File: src/rtl/register_token_parser.sv
// Streaming parser for one assembler register operand (r/x + decimal digits or RISC-V ABI name),
// one ASCII character per strobe; reports the index on a terminating delimiter.
module register_token_parser #(
   parameter int NUM_REGS = 32,
   parameter bit ABI_EN   = 1'b1,
   parameter bit X_PREFIX = 1'b1
) (
   input  logic                        clk_in,
   input  logic                        rst_n_in,
   input  logic                        valid_data,
   input  logic                        new_character,
   input  logic [7:0]                  incoming_ascii,
   output logic [$clog2(NUM_REGS)-1:0] register,
   output logic                        done_flag,
   output logic                        error_flag
);

   localparam int REG_W = $clog2(NUM_REGS);

   localparam logic [7:0] CH_SP = 8'h20;
   localparam logic [7:0] CH_A  = 8'h61;
   localparam logic [7:0] CH_E  = 8'h65;
   localparam logic [7:0] CH_F  = 8'h66;
   localparam logic [7:0] CH_G  = 8'h67;
   localparam logic [7:0] CH_O  = 8'h6F;
   localparam logic [7:0] CH_P  = 8'h70;
   localparam logic [7:0] CH_R  = 8'h72;
   localparam logic [7:0] CH_S  = 8'h73;
   localparam logic [7:0] CH_T  = 8'h74;
   localparam logic [7:0] CH_X  = 8'h78;
   localparam logic [7:0] CH_Z  = 8'h7A;

   typedef enum logic [3:0] {
      S_IDLE, S_NUM1, S_NUM2, S_ABI_L, S_ABI_D1, S_ABI_D2,
      S_Z_E, S_Z_R, S_Z_O, S_END, S_ERROR
   } state_t;

   state_t           state_q, state_d;
   logic [6:0]       acc_q, acc_d;
   logic [7:0]       letter_q, letter_d;
   logic [REG_W-1:0] register_q, register_d;
   logic             done_q, done_d;
   logic             error_q, error_d;

   logic [7:0]       ch_s;
   logic [3:0]       dig_s;
   logic             is_dig_s;
   logic             is_delim_s;
   logic             resolve_s;
   logic [6:0]       acc_x10_s;

   function automatic logic [7:0] to_lower(input logic [7:0] c);
      if (c >= 8'h41 && c <= 8'h5A) begin
         return c + 8'h20;
      end else begin
         return c;
      end
   endfunction

   function automatic logic is_delim(input logic [7:0] c);
      return (c == 8'h20) || (c == 8'h2C) || (c == 8'h29) || (c == 8'h0A) || (c == 8'h0D);
   endfunction

   // Character classification shared by every state.
   always_comb begin
      ch_s       = to_lower(incoming_ascii);
      dig_s      = ch_s[3:0];
      is_dig_s   = (ch_s >= 8'h30) && (ch_s <= 8'h39);
      is_delim_s = is_delim(ch_s);
      acc_x10_s  = (acc_q << 3) + (acc_q << 1) + {3'd0, dig_s};
   end

   // Next-state, accumulator and output computation.
   always_comb begin
      state_d    = state_q;
      acc_d      = acc_q;
      letter_d   = letter_q;
      register_d = register_q;
      done_d     = 1'b0;
      resolve_s  = 1'b0;
      if (!valid_data) begin
         state_d  = S_IDLE;
         acc_d    = 7'd0;
         letter_d = 8'h00;
      end else if (new_character) begin
         case (state_q)
            S_IDLE: begin
               if (ch_s == CH_SP) begin
                  state_d = S_IDLE;
               end else if (ch_s == CH_R || (X_PREFIX && ch_s == CH_X)) begin
                  state_d  = S_NUM1;
                  letter_d = ch_s;
               end else if (ABI_EN && (ch_s == CH_T || ch_s == CH_S || ch_s == CH_A ||
                                       ch_s == CH_G || ch_s == CH_F)) begin
                  state_d  = S_ABI_L;
                  letter_d = ch_s;
               end else if (ABI_EN && ch_s == CH_Z) begin
                  state_d = S_Z_E;
               end else begin
                  state_d = S_ERROR;
               end
            end
            // "r" followed by "a" is the ABI name ra, not a numeric register.
            S_NUM1: begin
               if (is_dig_s) begin
                  acc_d   = {3'd0, dig_s};
                  state_d = S_NUM2;
               end else if (ABI_EN && letter_q == CH_R && ch_s == CH_A) begin
                  acc_d   = 7'd1;
                  state_d = S_END;
               end else begin
                  state_d = S_ERROR;
               end
            end
            S_NUM2: begin
               if (is_dig_s) begin
                  if (acc_q == 7'd0) begin
                     state_d = S_ERROR;
                  end else begin
                     acc_d   = acc_x10_s;
                     state_d = S_END;
                  end
               end else if (is_delim_s) begin
                  resolve_s = 1'b1;
               end else begin
                  state_d = S_ERROR;
               end
            end
            S_ABI_L: begin
               if (ch_s == CH_P && (letter_q == CH_S || letter_q == CH_G ||
                                    letter_q == CH_T || letter_q == CH_F)) begin
                  case (letter_q)
                     CH_S:    acc_d = 7'd2;
                     CH_G:    acc_d = 7'd3;
                     CH_T:    acc_d = 7'd4;
                     default: acc_d = 7'd8;
                  endcase
                  state_d = S_END;
               end else if (is_dig_s) begin
                  case (letter_q)
                     CH_T: begin
                        if (dig_s <= 4'd2) begin
                           acc_d   = {3'd0, dig_s} + 7'd5;
                           state_d = S_ABI_D1;
                        end else if (dig_s <= 4'd6) begin
                           acc_d   = {3'd0, dig_s} + 7'd25;
                           state_d = S_ABI_D1;
                        end else begin
                           state_d = S_ERROR;
                        end
                     end
                     CH_S: begin
                        if (dig_s <= 4'd1) begin
                           acc_d = {3'd0, dig_s} + 7'd8;
                        end else begin
                           acc_d = {3'd0, dig_s} + 7'd16;
                        end
                        state_d = S_ABI_D1;
                     end
                     CH_A: begin
                        if (dig_s <= 4'd7) begin
                           acc_d   = {3'd0, dig_s} + 7'd10;
                           state_d = S_ABI_D1;
                        end else begin
                           state_d = S_ERROR;
                        end
                     end
                     default: state_d = S_ERROR;
                  endcase
               end else begin
                  state_d = S_ERROR;
               end
            end
            // Only s1 may grow a second digit (s10, s11).
            S_ABI_D1: begin
               if (is_delim_s) begin
                  resolve_s = 1'b1;
               end else if (is_dig_s && letter_q == CH_S && acc_q == 7'd9 && dig_s <= 4'd1) begin
                  acc_d   = {3'd0, dig_s} + 7'd26;
                  state_d = S_ABI_D2;
               end else begin
                  state_d = S_ERROR;
               end
            end
            S_Z_E:   state_d = (ch_s == CH_E) ? S_Z_R : S_ERROR;
            S_Z_R:   state_d = (ch_s == CH_R) ? S_Z_O : S_ERROR;
            S_Z_O: begin
               if (ch_s == CH_O) begin
                  acc_d   = 7'd0;
                  state_d = S_END;
               end else begin
                  state_d = S_ERROR;
               end
            end
            S_ABI_D2, S_END: begin
               if (is_delim_s) begin
                  resolve_s = 1'b1;
               end else begin
                  state_d = S_ERROR;
               end
            end
            S_ERROR: state_d = S_ERROR;
            default: state_d = S_ERROR;
         endcase
      end else begin
         state_d = state_q;
      end

      if (resolve_s) begin
         if ({25'd0, acc_q} >= NUM_REGS) begin
            state_d = S_ERROR;
         end else begin
            register_d = acc_q[REG_W-1:0];
            done_d     = 1'b1;
            acc_d      = 7'd0;
            state_d    = S_IDLE;
         end
      end else begin
         done_d = 1'b0;
      end
      error_d = (state_d == S_ERROR);
   end

   // State and output registers.
   always_ff @(posedge clk_in or negedge rst_n_in) begin
      if (!rst_n_in) begin
         state_q    <= S_IDLE;
         acc_q      <= 7'd0;
         letter_q   <= 8'h00;
         register_q <= '0;
         done_q     <= 1'b0;
         error_q    <= 1'b0;
      end else begin
         state_q    <= state_d;
         acc_q      <= acc_d;
         letter_q   <= letter_d;
         register_q <= register_d;
         done_q     <= done_d;
         error_q    <= error_d;
      end
   end

   assign register   = register_q;
   assign done_flag  = done_q;
   assign error_flag = error_q;

endmodule
File: config.mk
export PLATFORM = sky130hd
export DESIGN_NAME = register_token_parser
export DESIGN_NICKNAME = d
export VERILOG_FILES = /design/src/rtl/register_token_parser.sv
export SDC_FILE = /design/constraint.sdc
export NUM_CORES = 1
export LEC_CHECK = 0
export CAP_MARGIN = 25
export CORE_MARGIN = 1.5
export CORE_UTILIZATION = 55
export CTS_CLUSTER_DIAMETER = 150
export DETAILED_ROUTE_END_ITERATION = 6
export PLACE_DENSITY = 0.78
export SLEW_MARGIN = 20
export SYNTH_ARGS = -nofsm -noshare
export SYNTH_HDL_FRONTEND = slang
export SYNTH_SLANG_ARGS = --single-unit
export TNS_END_PERCENT = 30
File: constraint.sdc
create_clock -name clk_in -period 2.5 [get_ports clk_in]
set_input_delay 0.5 -clock clk_in [delete_from_list [all_inputs] [get_ports clk_in]]
set_output_delay 0.5 -clock clk_in [all_outputs]
set_load 0.01 [all_outputs]
==> run summary <==
The run finished, with violations left. The checks that failed: setup timing. The floorplan step defined a die boundary enclosing 6080 µm².

During placement, the flow inserted port buffers numbering 18. In the routed design, unresolved DRC markers number 0. The path category of the worst min-delay check is flip-flop to flip-flop. The hold-fix buffer count after cts is 0. The most critical setup path has its startpoint at incoming_ascii[1]. The final hold violation count is 0. The filler cell count is ~270. The final layout contains 573 nets. A synthesized cell averages 7.69 µm².

The tool flagged a number of max-cap violations equal to 0. The first-pass GRT wire length is roughly 20 mm. For this run, the register share of the synthesized area comes to 0.211. No sink is reached through more buffers than the 2 on the longest clock path. The number of buffers added by the clock tree synthesis step is 3. The ratio of total power to cell area is approximately 300 nW/µm². The floorplan has 27 rows. The die extent in y is about 78 µm.

The startpoint-to-endpoint class of the critical path is input pin to flip-flop. Counting every net in the synthesized netlist gives ~440. The number of flip-flops and latches in the synthesized netlist came out at 26. The number of DRC markers in iteration 0 came out at between 600 and 700. The reg-to-reg critical path endpoint is error_flag. The H-tree level count is 1. For the final database, setup skew stands at 0.00704 ns. The max-slew violation count came to 0. The worst setup path is captured at a flip-flop. In the routed layout, each cell is associated on average with a via count of 6.95.

TritonCTS built the clock tree. The pin count of the biggest net entering global routing came out at 27. The total placed instance area came out at 4190 µm². The sum of negative setup slack came out at -5.78 ns.

The die is just under 80 µm wide. The prevailing post-synth register cell is sky130_fd_sc_hd__dfrtp_1. The slew at the pin closest to its max-slew limit came out at between 0.6 and 0.7 ns.

The repair_antennas step left the layout with diodes totalling 0. The met1 wire length came out at around 5.2 mm. Headroom to the max-slew limit came out at 0.595. The number of antenna-violating nets in the routed design came out at 0. The top cell types in the final layout, fill and taps aside, are 125 x sky130_fd_sc_hd__buf_4, 33 x sky130_fd_sc_hd__nand2_1, 26 x sky130_fd_sc_hd__dfrtp_1. The share of post-route cells with drive strength above 1 is 0.416. The minimum clock period after layout came out at around 3 ns.

The total wirelength of the detailed-routed design came out at around 14 mm. The uppermost metal layer occupied by signal nets is met4. Setup violations remaining at the end of the flow were counted as 20. The launch point of the worst reg-to-reg path is state_q[0].

With fillers left out, the area of the finished cells amounts to 4840 µm². The routability congestion estimate is 1.04. The length in cells of the worst reg-to-reg path is 10. The number of I/O pins came out at 19. The initial antenna violation count came out at 0.

Counting flops with an async set or reset pin after synthesis yields a share of 1.00. The register-to-register setup slack came out at -0.21 ns. The Yosys step of the flow raised 0 warnings. The endpoint of the most critical setup path is error_flag. In the detailed route, the total length drawn on met3 is 1.62 mm. The clock sink count is 26. STA puts the critical path data required time at about 2.7 ns. The netlist uses 74 different library cells. The gate count after technology mapping came out at 402.

The data arrival time of the critical path is 3.19 ns. Setup repair after global routing could not meet its margin everywhere. The first-pass detailed-route iteration total came out at 5. Detailed routing placed a total of approximately 6.3 mm of wire on met2. Leaving out fill and tap cells, the most frequent cell in the layout is sky130_fd_sc_hd__buf_4. CTS placed an instance of sky130_fd_sc_hd__clkbuf_8 at the clock tree root. The element type at the critical path start is an input pin. The netlist area before placement is a little over 3000 µm².

The growth of design area from synthesis to finish is 56.8%. The starting density of the core is 0.565. The worst ir drop on vdd is approximately 390 µV. The number of enable-type register cells in the synthesized netlist is 0. The via count came out at approximately 4200. The average wire length per cell after detail routing came out at around 23 µm. The number of global-route vias before repair came out at 3887. The part of the cycle the worst path needs came out at 1.21. The clock-pin slew on the worst setup and hold paths is about 0.10 ns.

The core area came out at around 5500 µm². The final worst setup slack is -0.519 ns. The leftover overflow at the end of global routing is 0. The highest attainable clock frequency came out at between 300 and 400 MHz. The static leakage power is ~0.0021 µW. The largest fanout of any net on the critical path is 12. For this run, the total global-route usage over all layers was measured as 0.424. The insertion delay of the later-clocked pin in the worst-skew pair is about 0.28 ns. The HPWL reported at the end of detailed placement came out at between 8 and 9 mm.
repair_timing:
| item | in CTS | in global routing |
|---|---|---|
| setup endpoints to repair | 26 | 25 |
| cloned | 1 | 0 |
| setup buffers | 13 | 5 |
| gates resized for setup | 65 | 53 |
| pin swaps | 23 | 15 |
metal layers:
| layer | GRT usage | vias up |
|---|---|---|
| met3 | 0.0753 | 132 |
| li1 | - | 1781 |
| met2 | 0.698 | 396 |
| met5 | 0 | - |
| met1 | 0.554 | 1936 |
| met4 | 0.155 | 0 |
cells in the mapped netlist (5+ instances only):
library cell | number | area [µm²]
sky130_fd_sc_hd__inv_1 | 21 | 78.8
sky130_fd_sc_hd__nor2_1 | 28 | 105
sky130_fd_sc_hd__a21oi_1 | 29 | 145
sky130_fd_sc_hd__nand2b_1 | 8 | 50.1
sky130_fd_sc_hd__ha_1 | 19 | 238
sky130_fd_sc_hd__dfrtp_1 | 26 | 651
sky130_fd_sc_hd__nor2b_1 | 7 | 43.8
sky130_fd_sc_hd__nand4_1 | 7 | 43.8
sky130_fd_sc_hd__or3_1 | 6 | 37.5
sky130_fd_sc_hd__a22o_1 | 6 | 52.6
sky130_fd_sc_hd__nand3_1 | 6 | 30.0
sky130_fd_sc_hd__nand2_1 | 34 | 128
sky130_fd_sc_hd__o21ai_0 | 31 | 155
sky130_fd_sc_hd__o22ai_1 | 5 | 31.3
sky130_fd_sc_hd__buf_2 | 6 | 30.0
sky130_fd_sc_hd__o211ai_1 | 6 | 45.0
sky130_fd_sc_hd__nor3b_1 | 5 | 37.5
sky130_fd_sc_hd__xnor2_1 | 9 | 78.8
sky130_fd_sc_hd__and2_1 | 5 | 31.3
sky130_fd_sc_hd__a31oi_1 | 7 | 43.8
sky130_fd_sc_hd__clkbuf_1 | 11 | 41.3
sky130_fd_sc_hd__nor3_1 | 17 | 85.1
cells by family after synthesis:
family	count (synthesis)	synth area share
and+or+nand+nor	162	0.291
AOI/OAI and AO/OA	136	0.304
buffers and inverters	43	0.0607
DFF	26	0.211
adders and majority gates	21	0.0899
xor gates and xnor gates	9	0.0255
muxes	5	0.0174
worst max-delay path, stage by stage:
cell,delay (ns)
sky130_fd_sc_hd__buf_8,0.10
sky130_fd_sc_hd__buf_4,0.18
sky130_fd_sc_hd__ha_4,0.18
sky130_fd_sc_hd__nor2b_2,0.18
sky130_fd_sc_hd__o211ai_2,0.18
sky130_fd_sc_hd__buf_4,0.21
sky130_fd_sc_hd__a311oi_4,0.35
sky130_fd_sc_hd__and2b_2,0.30
sky130_fd_sc_hd__a31oi_4,0.13
sky130_fd_sc_hd__a311oi_2,0.28
sky130_fd_sc_hd__nand4_1,0.18
sky130_fd_sc_hd__a32o_1,0.25
sky130_fd_sc_hd__nor4bb_2,0.17
worst min-delay path by stage:
stage                  endpoint         from  slack [ns]  depth (start not counted)
floorplan              acc_q[0]     rst_n_in        0.20                          0
global placement    register[3]  register[3]        0.46                          2
detailed placement  letter_q[6]  letter_q[6]        0.49                          1
CTS                 register[2]  register[2]        0.51                          1
global route        register[2]  register[2]        0.53                          1
finish              letter_q[6]  letter_q[6]        0.51                          1
where the power goes:
group	switching [µW]	leakage, µW	internal [µW]
clock network	142	0.0000357	214
logic	351	0.00170	291
registers	13.0	0.000360	428
stage by stage:
step	power [µW]	hold slack, ns	setup WS (ns)	cells	util
4_1_cts	1330	0.513	-0.329	606	0.840
3_5_place_dp	914	0.493	-1.31	588	0.765
2_1_floorplan	695	0.204	-0.425	402	-
6_report	1440	0.512	-0.519	611	0.885
3_3_place_gp	906	0.464	-1.32	588	0.765
5_1_grt	1470	0.527	-0.544	611	0.885
registers in the layout, summed over array words and instances, names as in the netlist:
name        cells
error_flag      1
state_q         4
letter_q        8
done_flag       1
acc_q           7
register        5
final cells by class:
| type | instances | area [µm²] | share of cell area |
|---|---|---|---|
| clock buffer | 3 | 41.3 | 0.00852 |
| clock inverter | 1 | 30.0 | 0.00620 |
| inverter | 21 | 88.8 | 0.0183 |
| multi-input combinational | 333 | 2650 | 0.546 |
| sequential | 26 | 651 | 0.134 |
| tap | 72 | 90.1 | 0.0186 |
| timing repair buffer | 155 | 1300 | 0.268 |
No activity file was read; power rests on OpenSTA's default activity.
